==> src/rtl/mem_arb_pkg.sv <==
// Shared encodings for the two-port memory arbiter: FSM states and port IDs.
package mem_arb_pkg;

    typedef enum logic [1:0] {
        IDLE  = 2'd0,
        ISSUE = 2'd1,
        WAIT  = 2'd2,
        DONE  = 2'd3
    } arb_state_e;

    localparam logic PORT0 = 1'b0;
    localparam logic PORT1 = 1'b1;

endpackage

==> src/rtl/rr_arb2.sv <==
// Two-way round-robin pick; a lone requester always wins, contention goes to
// whichever port was not served last.
module rr_arb2
    import mem_arb_pkg::*;
(
    input  logic req0,
    input  logic req1,
    input  logic last,
    output logic winner,
    output logic valid
);

    always_comb begin
        valid = req0 | req1;
        if (req0 && req1) begin
            winner = (last == PORT0) ? PORT1 : PORT0;
        end else begin
            winner = req1 ? PORT1 : PORT0;
        end
    end

endmodule

==> src/rtl/mem_arbiter.sv <==
// Two-port single-outstanding memory arbiter: round-robin accept in IDLE,
// one-cycle command issue, fixed-latency read wait, one-cycle completion.
//
//   state | meaning
//   IDLE  | sample requests, latch the winner's command
//   ISSUE | gnt pulse and one memory strobe
//   WAIT  | read in flight, MEM_LATENCY cycles
//   DONE  | done pulse, rdata valid for reads
module mem_arbiter
    import mem_arb_pkg::*;
#(
    parameter int ADDR_W      = 32,
    parameter int DATA_W      = 32,
    parameter int MEM_LATENCY = 1
) (
    input  logic              clk,
    input  logic              rst,
    input  logic              p0_req,
    input  logic              p0_we,
    input  logic [ADDR_W-1:0] p0_addr,
    input  logic [DATA_W-1:0] p0_wdata,
    output logic              p0_gnt,
    output logic              p0_done,
    output logic [DATA_W-1:0] p0_rdata,
    input  logic              p1_req,
    input  logic              p1_we,
    input  logic [ADDR_W-1:0] p1_addr,
    input  logic [DATA_W-1:0] p1_wdata,
    output logic              p1_gnt,
    output logic              p1_done,
    output logic [DATA_W-1:0] p1_rdata,
    output logic              mem_we,
    output logic              mem_re,
    output logic [ADDR_W-1:0] mem_addr,
    output logic [DATA_W-1:0] mem_wdata,
    input  logic [DATA_W-1:0] mem_rdata
);

    // Down-counter starts at latency-1 so terminal count 0 marks the last WAIT cycle.
    localparam logic [3:0] WAIT_LOAD = 4'(MEM_LATENCY - 1);

    arb_state_e        state_q, state_d;
    logic              last_q, last_d;
    logic              port_q, port_d;
    logic              we_q, we_d;
    logic [3:0]        cnt_q, cnt_d;
    logic [1:0]        gnt_q, gnt_d;
    logic [1:0]        done_q, done_d;
    logic              mem_we_q, mem_we_d;
    logic              mem_re_q, mem_re_d;
    logic [ADDR_W-1:0] mem_addr_q, mem_addr_d;
    logic [DATA_W-1:0] mem_wdata_q, mem_wdata_d;
    logic [DATA_W-1:0] rdata0_q, rdata0_d;
    logic [DATA_W-1:0] rdata1_q, rdata1_d;

    logic              arb_winner;
    logic              arb_valid;
    logic              sel_we;

    rr_arb2 u_rr_arb2 (
        .req0   (p0_req),
        .req1   (p1_req),
        .last   (last_q),
        .winner (arb_winner),
        .valid  (arb_valid)
    );

    assign sel_we = (arb_winner == PORT1) ? p1_we : p0_we;

    always_comb begin
        state_d     = state_q;
        last_d      = last_q;
        port_d      = port_q;
        we_d        = we_q;
        cnt_d       = cnt_q;
        gnt_d       = 2'b00;
        done_d      = 2'b00;
        mem_we_d    = 1'b0;
        mem_re_d    = 1'b0;
        mem_addr_d  = mem_addr_q;
        mem_wdata_d = mem_wdata_q;
        rdata0_d    = rdata0_q;
        rdata1_d    = rdata1_q;

        case (state_q)
            IDLE: begin
                if (arb_valid) begin
                    state_d            = ISSUE;
                    port_d             = arb_winner;
                    last_d             = arb_winner;
                    we_d               = sel_we;
                    gnt_d[arb_winner]  = 1'b1;
                    mem_we_d           = sel_we;
                    mem_re_d           = ~sel_we;
                    mem_addr_d         = (arb_winner == PORT1) ? p1_addr  : p0_addr;
                    mem_wdata_d        = (arb_winner == PORT1) ? p1_wdata : p0_wdata;
                end
            end
            ISSUE: begin
                if (we_q) begin
                    state_d        = DONE;
                    done_d[port_q] = 1'b1;
                end else begin
                    state_d = WAIT;
                    cnt_d   = WAIT_LOAD;
                end
            end
            WAIT: begin
                if (cnt_q == 4'd0) begin
                    state_d        = DONE;
                    done_d[port_q] = 1'b1;
                    if (port_q == PORT1) begin
                        rdata1_d = mem_rdata;
                    end else begin
                        rdata0_d = mem_rdata;
                    end
                end else begin
                    cnt_d = cnt_q - 4'd1;
                end
            end
            DONE: begin
                state_d = IDLE;
            end
            default: begin
                state_d = IDLE;
            end
        endcase
    end

    always_ff @(posedge clk or posedge rst) begin
        if (rst) begin
            state_q     <= IDLE;
            last_q      <= PORT1;
            port_q      <= PORT0;
            we_q        <= 1'b0;
            cnt_q       <= 4'd0;
            gnt_q       <= 2'b00;
            done_q      <= 2'b00;
            mem_we_q    <= 1'b0;
            mem_re_q    <= 1'b0;
            mem_addr_q  <= '0;
            mem_wdata_q <= '0;
            rdata0_q    <= '0;
            rdata1_q    <= '0;
        end else begin
            state_q     <= state_d;
            last_q      <= last_d;
            port_q      <= port_d;
            we_q        <= we_d;
            cnt_q       <= cnt_d;
            gnt_q       <= gnt_d;
            done_q      <= done_d;
            mem_we_q    <= mem_we_d;
            mem_re_q    <= mem_re_d;
            mem_addr_q  <= mem_addr_d;
            mem_wdata_q <= mem_wdata_d;
            rdata0_q    <= rdata0_d;
            rdata1_q    <= rdata1_d;
        end
    end

    assign p0_gnt    = gnt_q[PORT0];
    assign p1_gnt    = gnt_q[PORT1];
    assign p0_done   = done_q[PORT0];
    assign p1_done   = done_q[PORT1];
    assign p0_rdata  = rdata0_q;
    assign p1_rdata  = rdata1_q;
    assign mem_we    = mem_we_q;
    assign mem_re    = mem_re_q;
    assign mem_addr  = mem_addr_q;
    assign mem_wdata = mem_wdata_q;

endmodule

==> config.mk <==
export PLATFORM = sky130hd
export DESIGN_NAME = mem_arbiter
export DESIGN_NICKNAME = d
export VERILOG_FILES = /design/src/rtl/mem_arb_pkg.sv /design/src/rtl/rr_arb2.sv /design/src/rtl/mem_arbiter.sv
export SDC_FILE = /design/constraint.sdc
export NUM_CORES = 1
export LEC_CHECK = 0
export BUFFER_PORTS_ARGS = -buffer_cell sky130_fd_sc_hd__clkbuf_2
export CAP_MARGIN = 20
export CORE_MARGIN = 2
export CORE_UTILIZATION = 46
export CTS_CLUSTER_DIAMETER = 100
export DETAILED_ROUTE_END_ITERATION = 8
export HOLD_SLACK_MARGIN = 0.06
export PLACE_DENSITY_LB_ADDON = 0.2
export SYNTH_ARGS = -nofsm -noshare
export SYNTH_HDL_FRONTEND = slang
export SYNTH_SLANG_ARGS = --single-unit
==> constraint.sdc <==
create_clock -name clk -period 7 [get_ports clk]
set_clock_uncertainty 0.15 [all_clocks]
set_input_delay 1.4 -clock clk [delete_from_list [all_inputs] [get_ports clk]]
set_output_delay 1.4 -clock clk [all_outputs]
set_load 0.005 [all_outputs]
After elaboration in Yosys (flattened, before gate mapping)
Index checks and enable logic that the tools add are counted.
W data, S select, Z words.
Storage, ports and cells
  register bits: 143
  input port bits: 166
  output and inout port bits: 134
  logic and storage cells: 65
Cells by class
  add/subtract/negate cells: 1
  order comparisons: 4
  equal/unequal tests: 7
  multiplexer cells: 26
  bitwise operators: 3
  reduce and logical (&&, ||, !) cells: 11
Operators by type and width (number)
  $mux W32: 2
  $mux W2: 6
  $mux W1: 11
  $reduce_and A3 Y1: 3
  $mux W4: 2
  $ne A2 B2 Y1 const B: 4
  $pmux W2 S4: 1
  $pmux W4 S2: 1
  $eq A2 B2 Y1 const B: 2
  $logic_not A4 Y1: 1
  $lt A1 B2 Y1 const B: 2
  $pmux W2 S2: 1
  $reduce_and A2 Y1: 2
  $sub A4 B1 Y4 const B: 1
  $logic_and A1 B1 Y1: 3
  $demux W1 S1: 2
  $eq A2 B1 Y1 const B: 1
  $ge A1 B1 Y1 const B: 2
  $logic_not A2 Y1: 1
  $not A1 Y1: 2
  $reduce_bool A2 Y1: 1
  $or A1 B1 Y1: 1

Depth between registers and ports, before layout
Gate-level depths: netlist of run 1.
  depth after elaboration: 8
  mapped depth: 7
  gate-level depth less buffers: 5

Hierarchy
Synthesis of run 1 repeated with hierarchy kept, for this count alone.
Second synthesis, totals
  cells, all modules: 485
  area, all modules: 6027.0 sq um
Modules (own cells, without submodules)
  mem_arbiter: instances 1, cells an instance 483, area an instance 6013.3 sq um, sequential area each 3579.7 sq um
  rr_arb2: instances 1, cells an instance 2, area an instance 13.8 sq um, sequential area each 0.0 sq um

Worst setup path before layout of run 1
Ideal clock, no wire load.
  kind: input port to flip-flop
  start point: input port p1_req
  end point: register mem_wdata_q[14], in the netlist mem_wdata[14]
  library setup time: 0.126 ns
  arrival time: 2.294 ns
  data required time: 6.724 ns
  path slack: 4.430 ns
  stages on the path: 5
  buffers on the path: 2
  cells stage by stage: a21boi_2 buf_4 buf_4 and3_1 a221o_1
On the way
  word-level cells in the longest chain between the ends: 3
  elaborated cells on any way between the ends: 6
  classes of those cells: mux (3); bitwise (1); reduce/logical (2)
Ends and longest elaborated chain
  from (decl): RTL line mem_arbiter.sv:25  | input logic p1_req,
  $mux W1 or $logic_and A1 B1 Y1 (tied branches): RTL line rr_arb2.sv:18, rr_arb2.sv:15
  $mux W1: RTL line rr_arb2.sv:15  | if (req0 && req1) begin
  $mux W32: RTL line mem_arbiter.sv:96  | mem_wdata_d = (arb_winner == PORT1) ? p1_wdata : p0_wdata;
  to (signal assigned): RTL line mem_arbiter.sv:156  | mem_wdata_q <= mem_wdata_d;
  to (decl): RTL line mem_arbiter.sv:52  | logic [DATA_W-1:0] mem_wdata_q, mem_wdata_d;
Parallel ways exist; a longest one is shown, timed or not.
A chain may end at the register's enable or synchronous reset.

Worst setup path in the final report of run 1
  start point: input port p1_req
  end point: register we_q
On the way
  word-level cells in the longest chain between the ends: 3
  elaborated cells on any way between the ends: 6
  classes of those cells: mux (3); bitwise (1); reduce/logical (2)
Ends and longest elaborated chain
  $mux W1 or $logic_and A1 B1 Y1 (tied branches): RTL line rr_arb2.sv:18, rr_arb2.sv:15
  $mux W1: RTL line rr_arb2.sv:15
  $mux W1: RTL line mem_arbiter.sv:68  | assign sel_we = (arb_winner == PORT1) ? p1_we : p0_we;
  to (signal assigned): RTL line mem_arbiter.sv:149  | we_q <= we_d;
  to (decl): RTL line mem_arbiter.sv:45  | logic we_q, we_d;
Parallel ways exist; a longest one is shown, timed or not.

==> results of run 1 <==
[cells in the final DEF (no fill, tap or decap), types with 3 or more instances in the layout]
cell type	Yosys	final
clkbuf_2	0	299
dfrtp_1	142	142
mux2_2	62	62
and3_1	38	38
a221o_1	38	38
o21ai_0	30	30
mux2i_1	29	29
nand2_1	27	27
clkbuf_16	0	17
inv_1	7	6
clkinvlp_4	0	6
buf_4	6	6
nor2_1	6	5
inv_6	0	5
ha_1	4	4
mux2_1	3	3
[power by group]
part	total [W]	switching [W]	internal (W)
registers	0.00147	0.000233	0.00124
clock network	0.000895	0.000355	0.000540
logic	0.00132	0.000612	0.000707
total	0.00369	0.00120	0.00249
[tightest hold or removal path, cell delays in order (launching register included)]
cell,delay [ns]
dfrtp_1,0.34
nand2_1,0.05
o21ai_0,0.06
[final timing paths]
check / startpoint / cells past startpoint / endpoint / slack [ns]
max: p1_req / 5 / we_q / 4.19
min: mem_wdata[0] / 2 / mem_wdata[0] / 0.33
max reg2reg: state_q[0] / 5 / p1_rdata[3] / 4.52
min reg2reg: mem_wdata[0] / 2 / mem_wdata[0] / 0.33
max in group asynchronous: rst / 3 / p0_rdata[25] / 4.45
min in group asynchronous: rst / 2 / mem_wdata[19] / 0.95
[through the flow]
step / utilization, % / hold slack, ns / cell area [sq um] / power, W
2_1_floorplan: - / 0.323 / 5980 / 0.00221
3_3_place_gp: 59.7 / 0.313 / 7560 / 0.00275
3_5_place_dp: 59.7 / 0.320 / 7560 / 0.00283
4_1_cts: 64.4 / 0.333 / 8150 / 0.00373
5_1_grt: 64.4 / 0.358 / 8150 / 0.00394
6_report: 64.4 / 0.329 / 8150 / 0.00369
[sequential cells by signal, summed over array words and instances (netlist names), 2 cells and up]
name / count
mem_wdata: 32
cnt_q: 4
p0_rdata: 32
done_q: 2
p1_rdata: 32
mem_addr: 32
gnt_q: 2
state_q: 2
[area by class of cell]
| class | instances | area [sq um] |
|---|---|---|
| multi-input combinational | 265 | 2190 |
| clock inverter | 14 | 156 |
| timing repair buffer | 305 | 1540 |
| inverter | 7 | 31.3 |
| sequential | 143 | 3580 |
| fill | 1021 | 4520 |
| clock buffer | 18 | 439 |
| tap | 172 | 215 |
[cells by family (layout without fill, tap and decap cells)]
family	Yosys count	after routing	share of synthesized area (%)
adder cells (fa/ha/maj)	4	4	0.838
buffers and inverters	39	344	3.73
multiplexers	94	94	17.1
AND/OR/NAND/NOR	89	89	8.19
AO/OA/AOI/OAI	78	78	10.2
flip-flops	143	143	59.9
[metal layers]
layer	wire, microns	vias to the layer above
met2	7820	198
met5	0	-
met4	197	0
li1	-	2227
met3	1060	11
met1	5980	2298
==> flow_summary.json, run 1 <==
{
  "status": "completed",
  "crit_type": "primary input to flip-flop",
  "ys.flop_type": "dfrtp_1",
  "antenna_found_initial": 0,
  "syn_area_per_cell_sq_um": 13.4,
  "routed_wl_mm": 15.1,
  "drive_gt1_share_pct": 54.1,
  "pre_cts_slack_ns": 3.78,
  "track_usage_pct": 22.1,
  "synth_common_cells": "142 x dfrtp_1, 62 x mux2_2, 38 x a221o_1, 38 x and3_1, 30 x o21ai_0",
  "cp.required_ns": 7.09,
  "clk_pin_slew_ns": 0.06,
  "powerDensity_nw_per_um2": 452,
  "yosys.cell_types.count": 39,
  "slew_headroom_pct": 42.4,
  "dp_hpwl_mm": 10.9,
  "cts_tree": "yes",
  "hold_viol_final": 0,
  "synth-seq-area-share_pct": 59.9,
  "h-tree-depth": 4,
  "grt_pass1_wl_mm": 24.6,
  "setup_viol": 0,
  "dp.cells": 892,
  "yosysMostFrequentCell": "dfrtp_1",
  "numPortBuffers": 299,
  "cpMaxStageDelayCell": "buf_4",
  "async_flop_share_pct": 100,
  "vias": 4734,
  "hold_path.class": "flip-flop to flip-flop",
  "cp.arrival_ns": 2.90,
  "synth_area_leaders": "dfrtp_1 59%, mux2_2 12%, a221o_1 6.4%",
  "yosys_warnings": 0,
  "ys_seq_elements": 143,
  "crit_chain": "clkbuf_2, a21boi_4, buf_4, mux2i_1, mux2i_1",
  "grt-ovfl-total": 0,
  "finalNonFillerCells": 924,
  "dieArea_sq_um": 13900,
  "grt_pass1_vias": 4973,
  "use_met3_pct": 6.40,
  "clock_sinks": 143,
  "rsz0062_at_grt": "no",
  "finalCriticalPeriod_ns": 2.81,
  "top_usage_layer": "met2",
  "core.rowCount": 41,
  "place_congestion": 0.773,
  "initial_core_util_pct": 47.2,
  "maxCapViolations": 0,
  "diodes": 0,
  "post_cts_buffers": 0,
  "ios": 300,
  "crit_path_max_fanout": 66,
  "fin_setup_tns_ns": 0,
  "final_max_slew_viol_count": 0,
  "detail_route.drc_violations": 0,
  "synth_top_cell_area_share_pct": 59.5,
  "max_stage_delay_ns": 0.63,
  "ir_drop_uv": 172,
  "grt_use_met2_pct": 38.8,
  "synth_edf_count": 0,
  "setup_slack_ns": 4.19,
  "root_buffer": "clkbuf_16",
  "syn2layout_area_growth_pct": 36.5,
  "clk_path_buf_depth": 2,
  "die_h_microns": 118,
  "drt_iter0_markers": 259,
  "cts-resized-gates": 0,
  "cp-end-kind": "flip-flop",
  "synth_fp_nets": 617,
  "die_x_microns": 118,
  "grt_use_met1_pct": 26.1,
  "fp.coreArea_sq_um": 12700,
  "ant_nets": 0,
  "yosys.area.top_type": "dfrtp_1",
  "grt_max_degree": 95,
  "crit_family": "buffers and inverters",
  "finalCritPeriodShare_pct": 40.1,
  "syn_inst": 447,
  "p_leak_nw": 4.30,
  "tightest_slew_ns": 0.865,
  "max_freq_ghz": 0.356,
  "viasPerCell": 5.12,
  "clk_latency_ns": 0.40,
  "start_kind": "primary input",
  "critical_path_buf_inv_count": 2,
  "wire_per_inst_microns": 16.3,
  "dr.pass1.iters": 6,
  "cts_buffers": 17,
  "hold_buffers": 0,
  "synth_area_sq_um": 5980,
  "cp_common_cell": "mux2i_1",
  "finalNetCount": 909
}
Power figures use the tool's default switching activity.
==> run 2, diff against run 1 <==
--- a/config.mk
+++ b/config.mk
@@ -5,6 +5,7 @@
 export SDC_FILE = /design/constraint.sdc
 export NUM_CORES = 1
 export LEC_CHECK = 0
+export ABC_AREA = 1
 export BUFFER_PORTS_ARGS = -buffer_cell sky130_fd_sc_hd__clkbuf_2
 export CAP_MARGIN = 20
 export CORE_MARGIN = 2
==> constraint.sdc (replaced) <==
create_clock -name clk -period 2.7 [get_ports clk]
set_clock_uncertainty 0.15 [all_clocks]
set_input_delay 0.54 -clock clk [delete_from_list [all_inputs] [get_ports clk]]
set_output_delay 0.54 -clock clk [all_outputs]
set_load 0.005 [all_outputs]
==> run 2 against run 1 <==
Synthesized area rose by 3.7%. Sequential power grew to 2.6 times the previous value. Sequential share of layout area shrank 1.4 points. Power rose to 2.7 times the previous value. Highest routed layer unchanged. Critical path depth is 1 higher. Largest power group unchanged. Clock power rose to 2.7 times the previous value. Cell count is 25% higher. Combinational power rose to 2.8 times the previous value. Via count up 16%. Synthesized cell count rose by 50%. Die area up 3.6%.
==> flow_summary.json, run 2 <==
{
  "vias": 5501,
  "slew_headroom_pct": 65.8,
  "ios": 300,
  "dieArea_sq_um": 14400,
  "critical_path_buf_inv_count": 2,
  "clk_path_buf_depth": 2,
  "multiInputGateArea_sq_um": 2160,
  "final_max_slew_viol_count": 0,
  "clock_sinks": 143,
  "fin_util_pct": 63.8,
  "synth_fp_nets": 841,
  "tightest_slew_ns": 0.513,
  "yosys.area.top_type": "dfrtp_1",
  "yosysMostFrequentCell": "nand2_1",
  "yosys_warnings": 0,
  "synth_edf_count": 0,
  "ant_nets": 0,
  "drive_gt1_share_pct": 41.4,
  "cp.arrival_ns": 2.28,
  "status": "completed",
  "die_h_microns": 120,
  "grt_pass1_wl_mm": 26.4,
  "fin_setup_tns_ns": 0,
  "fill_cells": 1167,
  "crit_path_max_fanout": 35,
  "numPortBuffers": 299,
  "h-tree-depth": 4,
  "maxCapViolations": 0,
  "wire_per_inst_microns": 14.3,
  "crit_family": "simple AND/OR/NAND/NOR gates",
  "hold_path.class": "primary input to flip-flop",
  "start_kind": "flip-flop",
  "clk_latency_ns": 0.41,
  "crit_type": "flip-flop to flip-flop",
  "ys.flop_type": "dfrtp_1",
  "grt_pass1_vias": 5211,
  "synth_area_sq_um": 6200,
  "synth-seq-area-share_pct": 57.7,
  "drt_iter0_markers": 295,
  "setup_viol": 0,
  "power_frac_seq_pct": 38.1,
  "cp.required_ns": 2.85,
  "dp_hpwl_mm": 11.9,
  "track_usage_pct": 23.5,
  "initial_core_util_pct": 47.0,
  "crit_chain": "inv_1, ha_1, nand3_4, buf_12, nand2_1, o21ai_2",
  "finalNetCount": 1134,
  "viasPerCell": 4.78,
  "routed_wl_mm": 16.5,
  "max_freq_ghz": 0.470,
  "postLayoutCellArea_sq_um": 8420,
  "p_sw_share_pct": 35.5,
  "cp-end-kind": "flip-flop",
  "syn2layout_area_growth_pct": 35.7,
  "clk_pin_slew_ns": 0.06,
  "core.rowCount": 42,
  "grt-ovfl-total": 0,
  "yosys.cell_types.count": 23,
  "detail_route.drc_violations": 0,
  "synth_top_cell_area_share_pct": 57.3,
  "synth_area_leaders": "dfrtp_1 57%, nand2_1 14%, o21ai_2 7.5%",
  "max_stage_delay_ns": 0.46,
  "root_buffer": "clkbuf_16",
  "cpMaxStageDelayCell": "nand3_4",
  "power_switching_w": 0.00356,
  "p_int_w": 0.00647,
  "async_flop_share_pct": 100,
  "powerDensity_nw_per_um2": 1190,
  "place_congestion": 0.787,
  "cts_tree": "yes",
  "die_x_microns": 120,
  "ys_seq_elements": 143,
  "layout_common_cells": "299 x clkbuf_2, 226 x nand2_1, 142 x dfrtp_1",
  "synth_common_cells": "226 x nand2_1, 142 x dfrtp_1, 53 x o21ai_2, 47 x inv_1, 44 x nand3_1",
  "cts_buffers": 17,
  "cts-resized-gates": 0,
  "syn_area_per_cell_sq_um": 9.24,
  "p_comb_share_pct": 37.4,
  "ir_drop_uv": 578,
  "p_leak_nw": 4.62,
  "diodes": 0,
  "regArea_sq_um": 3580,
  "finalCriticalPeriod_ns": 2.13,
  "finalCritPeriodShare_pct": 78.7,
  "dr.pass1.iters": 5,
  "antenna_found_initial": 0,
  "hold_viol_final": 0,
  "rsz0062_at_grt": "no",
  "grt_max_degree": 97,
  "layout_commonest_cell": "clkbuf_2",
  "placed_cell_area_sq_um": 7780,
  "pwr-share-clk_pct": 24.5,
  "syn_inst": 671,
  "fp.coreArea_sq_um": 13200
}
## run 2: changes by cell type in the layout (fill, tap and decap cells not counted), sizes merged, moves of 5 or more
cell      before  now
a221o         38    0
nand2         28  227
nand3          2   46
and3          38    0
inv           12   49
clkinv         1    6
mux2          65    0
nor2           7   35
clkinvlp       6    1
mux2i         29    0
o21ai         31  126
## run 2: worst paths after layout
path	start	end	slack (ns)	cells past startpoint
setup reg to reg	state_q[0]	p1_rdata[16]	0.57	6
min in group asynchronous	rst	mem_wdata[15]	0.64	4
setup / recovery	state_q[0]	p1_rdata[16]	0.57	6
max in group asynchronous	rst	p0_rdata[2]	1.28	4
hold / removal	p0_wdata[19]	mem_wdata[19]	0.17	3
hold reg to reg	last_q	last_q	0.32	2
## run 2: timing repair
item,in CTS,in global routing
endpoints found under the hold margin,36,0
setup buffers,0,0
hold buffers,1,0
## run 2: cell families after synthesis
family	synth area share, %
fa+ha+maj	0.807
buf+inv	7.49
simple gates	20.6
compound gates	13.4
flops	57.7
## run 2: layer usage
layer	track usage (%)	share of wire, %	vias up	wire length [microns]
met2	35.9	47	216	7690
li1	-	-	2723	-
met4	10.2	2.9	0	481
met5	0	0	-	0
met3	8.22	8.8	33	1450
met1	30.3	42	2529	6850
## run 2: cell type report
| class | count | area share (%) |
|---|---|---|
| Clock buffer | 21 | 5.47 |
| Clock inverter | 10 | 1.92 |
| Inverter | 50 | 2.27 |
| Multi-Input combinational cell | 442 | 25.6 |
| Sequential cell | 143 | 42.5 |
| Tap cell | 176 | 2.62 |
| Timing Repair Buffer | 310 | 19.5 |
## run 2: power groups by stage
stage / clock network [W] / logic (W) / registers, W
2_1_floorplan: 0 / 0.00221 / 0.00385
5_1_grt: 0.00260 / 0.00426 / 0.00394
6_report: 0.00246 / 0.00375 / 0.00382
4_1_cts: 0.00251 / 0.00381 / 0.00382
3_5_place_dp: 0 / 0.00382 / 0.00381
3_3_place_gp: 0 / 0.00372 / 0.00382
## run 2: worst register-to-register path, delay by kind of cell (launching register included)
family	cells	cell delay, ns
AND/OR/NAND/NOR	2	0.55
buffers and inverters	2	0.46
adder cells (fa/ha/maj)	1	0.41
flip-flops	1	0.40
AO/OA/AOI/OAI	1	0.05
## run 2: stage by stage
step                total power, W  std cells  hold WS, ns  worst slack, ns
floorplan                  0.00607        671        0.292            0.220
global placement           0.00754       1120        0.305            0.613
detailed placement         0.00763       1120        0.315            0.572
CTS                         0.0101       1152        0.153            0.563
global route                0.0108       1152        0.167            0.407
finish                      0.0100       1152        0.174            0.574
